<file path="src/rtl/cpu4_muldiv_ctrl_pkg.sv">
// Shared constants and state type for the multi-cycle MUL/DIVU sequencer.
package cpu4_muldiv_ctrl_pkg;

   localparam int unsigned DEF_WIDTH = 32;
   localparam int unsigned DEF_CNT_W = 6;

   localparam logic [2:0] ALU_ADD = 3'b010;
   localparam logic [2:0] ALU_SUB = 3'b110;

   localparam logic OP_MUL  = 1'b0;
   localparam logic OP_DIVU = 1'b1;

   typedef enum logic [1:0] {
      IDLE = 2'd0,
      RUN  = 2'd1,
      DONE = 2'd2
   } state_e;

endpackage

</file>
<file path="src/rtl/cpu4_muldiv_ctrl.sv">
// Shift-add multiply / restoring divide sequencer that borrows the shared ALU
// one iteration per granted cycle.
module cpu4_muldiv_ctrl
   import cpu4_muldiv_ctrl_pkg::*;
#(
   parameter int unsigned WIDTH = DEF_WIDTH,
   parameter int unsigned CNT_W = DEF_CNT_W
) (
   input  logic             clk,
   input  logic             reset,
   input  logic             start,
   input  logic             op,
   input  logic [WIDTH-1:0] src_a,
   input  logic [WIDTH-1:0] src_b,
   input  logic             kill,
   output logic             busy,
   output logic             done,
   output logic [WIDTH-1:0] result_hi,
   output logic [WIDTH-1:0] result_lo,
   output logic             alu_req,
   input  logic             alu_gnt,
   output logic [WIDTH-1:0] alu_a,
   output logic [WIDTH-1:0] alu_b,
   output logic [2:0]       alu_control,
   input  logic [WIDTH-1:0] alu_y
);

   state_e           state_q, state_d;
   logic             op_q, op_d;
   logic [WIDTH-1:0] opb_q, opb_d;
   logic [WIDTH-1:0] hi_q, hi_d;
   logic [WIDTH-1:0] lo_q, lo_d;
   logic [CNT_W-1:0] cnt_q, cnt_d;
   logic             busy_q, busy_d;
   logic             done_q, done_d;
   logic             alu_req_q, alu_req_d;
   logic [WIDTH-1:0] alu_a_q, alu_a_d;
   logic [WIDTH-1:0] alu_b_q, alu_b_d;
   logic [2:0]       alu_ctl_q, alu_ctl_d;
   logic             mul_carry;
   logic             div_ok;

   // ALU operands are registered from next-state values so they are valid
   // for the whole RUN cycle that consumes the same-cycle alu_y.
   always_comb begin
      state_d   = state_q;
      op_d      = op_q;
      opb_d     = opb_q;
      hi_d      = hi_q;
      lo_d      = lo_q;
      cnt_d     = cnt_q;
      mul_carry = alu_y < alu_a_q;
      div_ok    = hi_q[WIDTH-1] | (alu_y <= alu_a_q);

      case (state_q)
         IDLE: begin
            if (start && !kill) begin
               state_d = RUN;
               op_d    = op;
               opb_d   = src_b;
               hi_d    = '0;
               lo_d    = src_a;
               cnt_d   = CNT_W'(WIDTH);
            end
         end
         RUN: begin
            if (kill) begin
               state_d = IDLE;
            end else if (alu_gnt) begin
               if (op_q == OP_DIVU) begin
                  hi_d = div_ok ? alu_y : alu_a_q;
                  lo_d = {lo_q[WIDTH-2:0], div_ok};
               end else begin
                  hi_d = {mul_carry, alu_y[WIDTH-1:1]};
                  lo_d = {alu_y[0], lo_q[WIDTH-1:1]};
               end
               cnt_d = cnt_q - CNT_W'(1);
               if (cnt_q == CNT_W'(1)) begin
                  state_d = DONE;
               end
            end
         end
         DONE:    state_d = IDLE;
         default: state_d = IDLE;
      endcase

      busy_d    = (state_d != IDLE);
      done_d    = (state_d == DONE);
      alu_req_d = (state_d == RUN);
      alu_a_d   = '0;
      alu_b_d   = '0;
      alu_ctl_d = 3'b000;
      if (state_d == RUN) begin
         if (op_d == OP_MUL) begin
            alu_a_d   = hi_d;
            alu_b_d   = lo_d[0] ? opb_d : '0;
            alu_ctl_d = ALU_ADD;
         end else begin
            alu_a_d   = {hi_d[WIDTH-2:0], lo_d[WIDTH-1]};
            alu_b_d   = opb_d;
            alu_ctl_d = ALU_SUB;
         end
      end
   end

   always_ff @(posedge clk) begin
      if (reset) begin
         state_q   <= IDLE;
         op_q      <= OP_MUL;
         opb_q     <= '0;
         hi_q      <= '0;
         lo_q      <= '0;
         cnt_q     <= '0;
         busy_q    <= 1'b0;
         done_q    <= 1'b0;
         alu_req_q <= 1'b0;
         alu_a_q   <= '0;
         alu_b_q   <= '0;
         alu_ctl_q <= 3'b000;
      end else begin
         state_q   <= state_d;
         op_q      <= op_d;
         opb_q     <= opb_d;
         hi_q      <= hi_d;
         lo_q      <= lo_d;
         cnt_q     <= cnt_d;
         busy_q    <= busy_d;
         done_q    <= done_d;
         alu_req_q <= alu_req_d;
         alu_a_q   <= alu_a_d;
         alu_b_q   <= alu_b_d;
         alu_ctl_q <= alu_ctl_d;
      end
   end

   assign busy        = busy_q;
   assign done        = done_q;
   assign result_hi   = hi_q;
   assign result_lo   = lo_q;
   assign alu_req     = alu_req_q;
   assign alu_a       = alu_a_q;
   assign alu_b       = alu_b_q;
   assign alu_control = alu_ctl_q;

endmodule

</file>
<file path="config.mk">
export PLATFORM = sky130hd
export DESIGN_NAME = cpu4_muldiv_ctrl
export DESIGN_NICKNAME = d
export VERILOG_FILES = /design/src/rtl/cpu4_muldiv_ctrl_pkg.sv /design/src/rtl/cpu4_muldiv_ctrl.sv
export SDC_FILE = /design/constraint.sdc
export NUM_CORES = 1
export LEC_CHECK = 0
export BUFFER_PORTS_ARGS = -buffer_cell sky130_fd_sc_hd__buf_4
export CORE_ASPECT_RATIO = 0.6
export CORE_UTILIZATION = 53
export DETAILED_ROUTE_END_ITERATION = 6
export PLACE_DENSITY_LB_ADDON = 0.05
export SLEW_MARGIN = 40
export SYNTH_ARGS = -nofsm -noshare
export SYNTH_HDL_FRONTEND = slang
export SYNTH_SLANG_ARGS = --single-unit
</file>
<file path="constraint.sdc">
create_clock -name clk -period 3.2 [get_ports clk]
set_input_delay 0.32 -clock clk [delete_from_list [all_inputs] [get_ports clk]]
set_output_delay 0.32 -clock clk [all_outputs]
set_load 0.02 [all_outputs]
</file>
# After elaboration in Yosys (flattened, before gate mapping)
# Index checks and enable logic that the tools add are counted.
[op_classes]
addsub = 1
n_lt_le_gt_ge = 2
n_eq_ne = 7
mux = 28
bitwise_logic = 2
reduce_logical = 7
[op_table]
columns = ["cell", "count"]
rows = [
  ["2-to-1 mux 32 bit", 14],
  ["one-hot mux 32 bit (2 select lines)", 2],
  ["<= comparator 32 bit", 1],
  ["< comparator 32 bit", 1],
  ["2-to-1 mux 6 bit", 3],
  ["one-hot mux 6 bit (2 select lines)", 1],
  ["2-to-1 mux 2 bit", 4],
  ["equality test 6 x 1 -> 1 bit, second input constant", 1],
  ["!= test 2 bit, second input constant", 3],
  ["subtractor 6 x 1 -> 6 bit, second input constant", 1],
  ["equality test 2 x 1 -> 1 bit, second input constant", 2],
  ["one-hot mux 2 bit (2 select lines)", 1],
  ["AND reduction 4 bit", 1],
  ["nonzero test 2 bit", 2],
  ["2-to-1 mux 3 bit", 1],
  ["equality test 2 bit, second input constant", 1],
  ["logical NOT 2 bit", 1],
  ["2-to-1 mux 1 bit", 2],
  ["OR reduction 2 bit", 1],
  ["logical AND 1 bit", 1],
  ["logical NOT 1 bit", 1],
  ["inverter 1 bit", 1],
  ["bitwise OR 1 bit", 1],
]
[word_totals]
ff_bits = 175
input_bits = 102
output_inout_bits = 134
elab_cells = 60

# Longest topological paths before layout
# Gate-level depths: netlist of run 1.
[depth]
ltp_word = 8
ltp_mapped = 12

# Worst setup path after synthesis of run 1
# OpenSTA, ideal clock, no wires.
[synth_path]
kind = "register to register"
start = "register alu_a_q[30], in the netlist alu_a[30]"
end = "register alu_a_q[23], in the netlist alu_a[23]"
setup_time_ps = 117
arrival_ps = 2532
t_required_ps = 3083
setup_slack_ps = 552
path_stages_with_launch = 11
path_buffers = 2
cell_sequence = "dfxtp_1 -> inv_1 -> ha_1 -> nand4_2 -> nor4_4 -> a31oi_4 -> buf_2 -> buf_2 -> a32oi_1 -> a41oi_1 -> a22o_1"
[synth_via]
elab_chain_cells = 8
[synth_rtl]
columns = ["item", "line_no", "source"]
rows = [
  ["start: declaration", "cpu4_muldiv_ctrl.sv:37", "logic [WIDTH-1:0] alu_a_q, alu_a_d;"],
  ["start signal: assignment", "cpu4_muldiv_ctrl.sv:130", "alu_a_q <= alu_a_d;"],
  ["<= comparator 32 bit", "cpu4_muldiv_ctrl.sv:53", "div_ok = hi_q[WIDTH-1] | (alu_y <= alu_a_q);"],
  ["bitwise OR 1 bit", "cpu4_muldiv_ctrl.sv:53", ""],
  ["2-to-1 mux 32 bit", "cpu4_muldiv_ctrl.sv:71", "hi_d = div_ok ? alu_y : alu_a_q;"],
  ["2-to-1 mux 32 bit", "cpu4_muldiv_ctrl.sv:70", "if (op_q == OP_DIVU) begin"],
  ["2-to-1 mux 32 bit", "cpu4_muldiv_ctrl.sv:69", "end else if (alu_gnt) begin"],
  ["2-to-1 mux 32 bit", "cpu4_muldiv_ctrl.sv:67", "if (kill) begin"],
  ["one-hot mux 32 bit (2 select lines)", "cpu4_muldiv_ctrl.sv:55", "case (state_q)"],
  ["2-to-1 mux 32 bit", "cpu4_muldiv_ctrl.sv:94", "if (op_d == OP_MUL) begin"],
]
# Every way passes these cells.
# A chain may end at the register's enable or synchronous reset.

# Final worst setup path of run 1
[layout_path]
start = "register alu_a_q[26], in the netlist alu_a[26]"
end = "register alu_a_q[24], in the netlist alu_a[24]"
# Same word-level chain as after synthesis.

==> impl_metrics.json, run 1 <==
{
  "syn_inst": 985,
  "synthTopCellsByArea": "dfxtp_1, ha_1, nor2b_1",
  "critPathLaunchType": "flip-flop",
  "die_h_um": 101.3,
  "seq_area_mm2": 0.003487,
  "synth_area_mm2": 0.008713,
  "setup_tns_ns": 0,
  "ys_seq_elements": 174,
  "cap_violations": 0,
  "initial_core_util": 0.5542,
  "synthFlopType": "dfxtp_1",
  "synth_top_area_frac": 0.3998,
  "rr_startpoint": "alu_a[26]",
  "via_per_inst": 5.948,
  "syn-num-nets": 1121,
  "period_minus_slack_ns": 2.922,
  "layout.nets": 1313,
  "async_flop_share": 0,
  "power.share.switching": 0.2940,
  "drt_wl_total_um": 25400,
  "rsz0062_at_grt": "no",
  "clock_skew_ns": 0.01660,
  "die_w_um": 167.5,
  "final_util": 0.7156,
  "synth.largest_area_cell": "dfxtp_1",
  "ys_top_cells_by_count": "dfxtp_1, nand2_1, nor2_1",
  "required_ns": 3.52,
  "grt_max_degree": 104,
  "path_clk_slew_ns": 0.08,
  "yosysSeqAreaShare": 0.3998,
  "power.leakage_nw": 4.582,
  "pwr-share-clk": 0.422,
  "grt_pass1_vias": 7354,
  "syn_area_per_cell_um2": 8.846,
  "antenna_cells": 0,
  "met1_usage": 0.4489,
  "finalSetupViolations": 0,
  "rows": 35,
  "first_pass_iters": 5,
  "wl_per_cell_um": 18.23,
  "core_area_mm2": 0.01572,
  "yosysUniqueCellTypes": 54,
  "hold_slack_ns": 0.1292,
  "p_per_area_mw_per_mm2": 454.5,
  "drcViolationCount": 0,
  "cts_buffer_depth": 2,
  "drt_first_iter_violations": 680,
  "hold_class": "input port to flip-flop",
  "nFillCells": 1257,
  "use_met3": 0.07268,
  "area.growth.synth_to_final_pct": 29.12,
  "max_freq_mhz": 342.2,
  "io-pin-count": 236,
  "place_ws_ns": 0.3565,
  "critical_path.endpoint": "alu_a[24]",
  "cp_max_fo": 46,
  "drv_slew": 0,
  "cts_root_buf": "clkbuf_16",
  "port_buffers": 234,
  "synth_edf_count": 0,
  "antenna_found_initial": 0,
  "vias": 8285,
  "worst_pin_slew_ns": 0.8519,
  "grt_overflow": 0,
  "max_slew_margin": 0.4321,
  "status": "complete, no violations",
  "grtUsageMet2": 0.4215,
  "cts_buffers": 17,
  "grt_pass1_wl_um": 40140,
  "clock_sinks": 174,
  "cts-resized-gates": 0,
  "worstRegToRegCells": 10,
  "fin_area_mm2": 0.01125,
  "p_int_mw": 3.610,
  "ant_nets": 0,
  "reg2reg_slack_ns": 0.28,
  "multi_input_area_mm2": 0.004731,
  "fin_ws_ns": 0.2777,
  "arrival_ns": 3.24,
  "die_area_mm2": 0.01697,
  "power_switching_mw": 1.503,
  "worst_setup_path_end_kind": "flip-flop",
  "gp_congestion": 0.8988,
  "ir_worst_vdd_v": 0.0003581,
  "placed_cell_area_mm2": 0.01061,
  "cts-htree-levels": 4,
  "grt.total_usage": 0.2971,
  "drive_above_1_share": 0.2840,
  "worstReg2RegEnd": "alu_a[24]",
  "yosysMostFrequentCell": "dfxtp_1",
  "sequentialPowerShare": 0.445,
  "tritoncts": "yes",
  "clk_latency_ns": 0.44,
  "period_share": 0.9132,
  "hold_violations": 0,
  "p_comb_frac": 0.133,
  "post-cts-setup-buffers": 0,
  "yosys_warnings": 0,
  "grt-busiest-layer": "met1",
  "critPathLaunch": "alu_a[26]",
  "hpwl_um": 17150,
  "holdBufCountCts": 0,
  "critPathKind": "flip-flop to flip-flop"
}
area by class of cell:
class	instances	area share
Clock buffer	17	0.03781
Clock inverter	15	0.01935
Inverter	40	0.01335
Multi-Input combinational cell	685	0.4205
Sequential cell	174	0.3099
Tap cell	203	0.02258
Timing Repair Buffer	259	0.1765
layout by cell type (no fill, tap or decap), types with 4 or more instances in the layout:
cell type  count
and2_0        28
and3_1        33
nor2_1        76
a41oi_1       27
nor2b_1       59
a21oi_1       56
clkbuf_16     17
clkinv_8       8
clkinv_4       4
mux2i_1       34
nand2b_1       4
ha_1          34
inv_1         38
o21ai_0       39
o211ai_1      32
mux2_2        31
buf_4        255
nand2_1       79
nor3_1        10
a22o_1        27
nand4_1        8
dfxtp_1      173
a32oi_1       30
a221oi_1      30
metal layers:
metal  share of wire  up-vias
met5               0        -
met1            0.49     3863
met2            0.41      420
li1                -     3982
met4          0.0068        0
met3           0.096       20
flip-flops by register name, summed over array words and instances, names as in the netlist:
| signal | flops |
|---|---|
| op_q | 1 |
| alu_b | 32 |
| cnt_q | 6 |
| result_lo | 32 |
| alu_req | 1 |
| busy | 1 |
| opb_q | 32 |
| alu_control | 2 |
| alu_a | 32 |
| result_hi | 32 |
| done | 1 |
| state_q | 2 |
cell families after synthesis:
logic type	Yosys count	share of synthesized area
AOI/OAI and AO/OA	264	0.2229
DFF	174	0.3998
and+or+nand+nor	316	0.1854
other	1	0.0004304
xor gates and xnor gates	5	0.005027
buffers and inverters	126	0.05859
adders and majority gates	34	0.04882
muxes	65	0.07912
worst min path at each step:
stage | startpoint | to | depth (start not counted)
after global routing | src_a[16] | result_lo[16] | 3
after CTS | src_a[13] | result_lo[13] | 3
after floorplan | opb_q[24] | opb_q[24] | 2
after global placement | opb_q[31] | opb_q[31] | 2
final | src_a[6] | result_lo[6] | 3
after detailed placement | opb_q[24] | opb_q[24] | 2
worst max-delay path, cell delays in order, from the launching register on:
cell and delay (ns):
dfxtp_1 0.38, inv_1 0.06, ha_1 0.30, nand4_1 0.24, nor4_4 0.43, a31oi_4 0.16
buf_4 0.30, and3_1 0.23, a32oi_1 0.20, a41oi_1 0.22, a22o_1 0.29
power groups by stage:
stage / logic [mW] / registers (mW) / clock network (mW)
global route: 0.737 / 2.28 / 2.28
detailed placement: 0.670 / 2.32 / 0
finish: 0.681 / 2.27 / 2.16
CTS: 0.675 / 2.27 / 2.18
floorplan: 0.366 / 2.35 / 0
global placement: 0.664 / 2.32 / 0
through the flow:
step                      power, mW  cells
after floorplan               2.712    985
after CTS                     5.123   1393
final                         5.113   1393
after global routing          5.302   1393
after detailed placement      2.993   1361
after global placement        2.986   1361
(Power assumes the default switching activity.)
==> run 2: changes to the inputs <==
CORE_ASPECT_RATIO = 1.5   (was 0.6)
CORE_UTILIZATION = 57   (was 53)
clock period = 3.4 ns   (was 3.2 ns; I/O delays follow)
==> impl_metrics.json, run 2 (same netlist as run 1, synthesis figures left out) <==
{
  "cts-resized-gates": 0,
  "drive_above_1_share": 0.2828,
  "nFillCells": 1204,
  "initial_core_util": 0.5808,
  "drt_first_iter_violations": 378,
  "cts_buffer_depth": 2,
  "met2_length_um": 12570,
  "post-cts-setup-buffers": 0,
  "met1_length_um": 9259,
  "hpwl_um": 16500,
  "power.leakage_nw": 4.565,
  "area.growth.synth_to_final_pct": 28.55,
  "hold_violations": 0,
  "io-pin-count": 236,
  "die_w_um": 103.0,
  "grt.total_usage": 0.3085,
  "ir_worst_vdd_v": 0.0002950,
  "rsz0062_at_grt": "no",
  "grt_pass1_wl_um": 38760,
  "path_clk_slew_ns": 0.08,
  "layout.nets": 1311,
  "p_per_area_mw_per_mm2": 430.2,
  "grt_max_degree": 80,
  "hold_slack_ns": 0.1464,
  "worst_pin_slew_ns": 0.8226,
  "die_h_um": 153.4,
  "mostFrequentLayoutCells": "buf_4, dfxtp_1, nand2_1",
  "period_minus_slack_ns": 3.130,
  "cts_root_buf": "clkbuf_16",
  "holdBufCountCts": 0,
  "port_buffers": 234,
  "met3_length_um": 1479,
  "grt_overflow": 0,
  "critPathLaunchType": "flip-flop",
  "status": "complete, no violations",
  "hold_class": "input port to flip-flop",
  "critPathKind": "flip-flop to flip-flop",
  "drv_slew": 0,
  "via_per_inst": 5.979,
  "ant_nets": 0,
  "max_slew_margin": 0.4516,
  "period_share": 0.9207,
  "required_ns": 3.75,
  "max_freq_mhz": 319.4,
  "first_pass_iters": 4,
  "cap_violations": 0,
  "antenna_found_initial": 0,
  "dp_cells": 1355,
  "cts-htree-levels": 4,
  "wl_per_cell_um": 17.55,
  "gp_congestion": 0.8401,
  "grt_pass1_vias": 8108,
  "antenna_cells": 0,
  "tritoncts": "yes",
  "stdcell_count": 1387,
  "cp_max_fo": 21,
  "vias": 8293,
  "finalSetupViolations": 0,
  "top_layer": "met4",
  "setup_tns_ns": 0,
  "arrival_ns": 3.48,
  "die_area_mm2": 0.01580,
  "final_common_cell": "buf_4",
  "clk_latency_ns": 0.43,
  "core_area_mm2": 0.01500,
  "drcViolationCount": 0,
  "clock_skew_ns": 0.01421,
  "rows": 55,
  "cts_buffers": 17,
  "power_mw": 4.819,
  "clock_sinks": 174,
  "drt_wl_total_um": 24340,
  "worst_setup_path_end_kind": "flip-flop"
}
==> run 2: stage by stage <==
stage	util	setup slack [ns]	instance area (um2)
6_report	0.7466	0.2696	11200
4_1_cts	0.7466	0.3051	11200
3_5_place_dp	0.7041	0.3033	10560
5_1_grt	0.7466	0.02284	11200
3_3_place_gp	0.7038	0.4005	10560
2_1_floorplan	-	0.7515	8713
==> run 2: report_power, final <==
group | switching [mW] | internal (mW)
registers | 0.0459 | 2.09
logic | 0.347 | 0.279
clock network | 1.01 | 1.04
==> run 2: layout make-up <==
type,count,area (um2),area share
clock inverters,15,212.7,0.01899
inverters,40,150.1,0.01340
clock buffers,17,425.4,0.03798
repair buffers,257,1946,0.1737
well taps,199,249.0,0.02223
multi-input cells,685,4731,0.4224
flip-flops and latches,174,3487,0.3113
==> run 2: metal layers <==
metal,up-vias,GRT usage
met2,303,0.5432
met4,0,0.1757
met3,78,0.05898
li1,3961,-
met1,3951,0.3364
met5,-,0
==> run 2: worst paths after layout <==
| check | cells past startpoint | from | slack (ns) | end |
|---|---|---|---|---|
| hold reg to reg | 2 | opb_q[31] | 0.50 | opb_q[31] |
| setup reg to reg | 10 | alu_a[28] | 0.27 | result_hi[2] |
| setup / recovery | 10 | alu_a[28] | 0.27 | result_hi[2] |
| hold / removal | 3 | src_a[14] | 0.15 | result_lo[14] |
==> run 2: critical path, cell delays in order, from the launching register on <==
cell      delay [ns]
dfxtp_1         0.41
inv_1           0.07
ha_1            0.29
nand4_2         0.17
nor4_4          0.49
a31oi_4         0.28
a21bo_4         0.35
buf_4           0.32
o211ai_1        0.15
a41oi_1         0.35
nor2b_1         0.17
==> run 3: changes to the inputs <==
ABC_AREA = 1   (was default)
CAP_MARGIN = 40   (was default)
==> impl_metrics.json, run 3 <==
{
  "clk_latency_ns": 0.43,
  "gp_congestion": 0.8169,
  "syn_inst": 1168,
  "synth_top_area_frac": 0.4135,
  "post-cts-setup-buffers": 0,
  "layout.nets": 1504,
  "die_h_um": 150.9,
  "holdPathStages": 3,
  "nFillCells": 1190,
  "synth.largest_area_cell": "dfxtp_1",
  "syn_area_per_cell_um2": 7.212,
  "grt_pass1_vias": 7499,
  "cp_cell_sequence": "inv_1, ha_1, nand2_1, nand2_1, nand3_1, nand2_1, a21oi_1, nand2_1, nand2_1, nand2_2, nand2_4, nor2_2, o21ai_1, nand2_1, nand3_2, nand2_4, nor2_1",
  "antenna_cells": 0,
  "die_w_um": 101.3,
  "finalSetupViolations": 0,
  "ys_seq_elements": 174,
  "seq_area_mm2": 0.003487,
  "cpLargestDelayFamily": "simple AND/OR/NAND/NOR gates",
  "antenna_found_initial": 0,
  "die_area_mm2": 0.01528,
  "cts-htree-levels": 4,
  "status": "complete, no violations",
  "holdBufCountCts": 0,
  "hold_path.startpoint": "src_a[14]",
  "port_buffers": 234,
  "async_flop_share": 0,
  "core_area_mm2": 0.01446,
  "final_common_cell": "nand2_1",
  "yosysMostFrequentCell": "nand2_1",
  "ant_nets": 0,
  "wl_per_cell_um": 14.09,
  "cts-resized-gates": 0,
  "first_pass_iters": 5,
  "worst_pin_slew_ns": 0.7439,
  "hold_slack_ns": 0.1467,
  "vias": 8211,
  "grt_pass1_wl_um": 35200,
  "multi_input_area_mm2": 0.004373,
  "max_freq_mhz": 377.4,
  "critPathBufInv": 1,
  "drt_wl_total_um": 22220,
  "path_clk_slew_ns": 0.08,
  "io-pin-count": 236,
  "area.growth.synth_to_final_pct": 28.83,
  "drcViolationCount": 0,
  "required_ns": 3.75,
  "hold_class": "input port to flip-flop",
  "rr_startpoint": "alu_a[9]",
  "period_minus_slack_ns": 2.650,
  "grt.total_usage": 0.2886,
  "grt_max_degree": 67,
  "tritoncts": "yes",
  "ys_top_cells_by_count": "nand2_1, nor2_1, dfxtp_1",
  "mostFrequentLayoutCells": "nand2_1, buf_4, nor2_1",
  "clock_sinks": 174,
  "drv_slew": 0,
  "synthTopCellsByArea": "dfxtp_1, nand2_1, nor2_1",
  "rsz0062_at_grt": "no",
  "cts_buffers": 17,
  "worstRegToRegCells": 17,
  "critPathKind": "flip-flop to flip-flop",
  "max_slew_margin": 0.5040,
  "p_per_area_mw_per_mm2": 446.4,
  "via_per_inst": 5.207,
  "cts_root_buf": "clkbuf_16",
  "crit_slowest_cell": "dfxtp_1",
  "hold_end": "result_lo[14]",
  "reg2reg_slack_ns": 0.75,
  "yosysSeqAreaShare": 0.4135,
  "critPathLaunchType": "flip-flop",
  "clock_skew_ns": 0.01615,
  "power.leakage_nw": 5.238,
  "cap_violations": 0,
  "rows": 54,
  "arrival_ns": 3.00,
  "crit_top_cell": "nand2_1",
  "synthFlopType": "dfxtp_1",
  "synth_edf_count": 0,
  "cts_buffer_depth": 2,
  "cp_max_fo": 33,
  "yosys_warnings": 0,
  "period_share": 0.7794,
  "final_util": 0.7505,
  "syn-num-nets": 1304,
  "ir_worst_vdd_v": 0.0003699,
  "drt_first_iter_violations": 333,
  "grt_overflow": 0,
  "synth_area_mm2": 0.008423,
  "setup_tns_ns": 0,
  "worst_setup_path_end_kind": "flip-flop",
  "max_stage_delay_ns": 0.37,
  "hold_violations": 0,
  "hpwl_um": 15020,
  "yosysUniqueCellTypes": 34,
  "drive_above_1_share": 0.2252,
  "initial_core_util": 0.5826,
  "worstReg2RegEnd": "alu_b[22]"
}
[run 3: cell count changes after synthesis, sizes merged, moves of 30 or more]
cell    previous run  this run
nand2             79       374
nor2              78       218
nand3              3        70
nor2b             59         0
and3              33         0
o211ai            32         0
o21ai             39         7
and2              31         0
clkbuf            63        32
mux2              31         0
a32oi             30         0
[run 3: worst min-delay path, stage by stage]
cell	delay, ns
buf_4	0.08
a221oi_1	0.06
nor2_1	0.07
[run 3: layout make-up]
type,count,area share
clock inverters,15,0.02018
repair buffers,249,0.1723
clock buffers,17,0.03920
multi-input cells,864,0.4030
inverters,62,0.02145
well taps,196,0.02260
flip-flops and latches,174,0.3213
[run 3: metal layers]
layer | GRT usage | up-vias | wire length [um]
met2 | 0.5259 | 246 | 11480
li1 | - | 4162 | -
met1 | 0.3199 | 3762 | 8762
met3 | 0.07199 | 41 | 1433
met5 | 0 | - | 0
met4 | 0.1058 | 0 | 542
[run 3: logic make-up (layout without fill, tap and decap cells)]
group / count (synthesis) / after routing / share of synthesized area
fa+ha+maj: 34 / 34 / 0.05051
mux: 61 / 61 / 0.07249
buf+inv: 130 / 343 / 0.06788
other cells: 1 / 1 / 0.0004452
simple gates: 668 / 668 / 0.3188
xor+xnor: 2 / 2 / 0.002080
compound gates: 98 / 98 / 0.07427
flops: 174 / 174 / 0.4135
[run 3: worst max-delay path by stage]
stage	from	slack, ns	to	cells after the start
3_5_place_dp	alu_y[31]	0.74	alu_b[13]	15
6_report	alu_a[9]	0.75	alu_b[22]	17
5_1_grt	alu_a[2]	0.46	alu_b[22]	19
3_3_place_gp	alu_y[7]	0.80	alu_b[20]	17
2_1_floorplan	alu_a[23]	1.22	alu_b[9]	16
4_1_cts	alu_a[31]	0.71	alu_b[22]	15
[run 3: power by group]
| group | leakage, nW | total [mW] | switching [mW] | internal (mW) |
|---|---|---|---|---|
| clock | 0.308 | 2.04 | 1.01 | 1.04 |
| sequential | 1.41 | 2.15 | 0.0539 | 2.10 |
| combinational | 3.52 | 0.650 | 0.378 | 0.272 |
[run 3: metrics by stage]
| step | setup WS [ns] | cells | instance area (um2) | power [mW] |
|---|---|---|---|---|
| 2_1_floorplan | 1.224 | 1168 | 8423 | 2.603 |
| 3_3_place_gp | 0.8018 | 1545 | 10210 | 2.830 |
| 5_1_grt | 0.4634 | 1577 | 10850 | 5.036 |
| 3_5_place_dp | 0.7410 | 1545 | 10210 | 2.842 |
| 4_1_cts | 0.7112 | 1577 | 10850 | 4.869 |
| 6_report | 0.7500 | 1577 | 10850 | 4.845 |
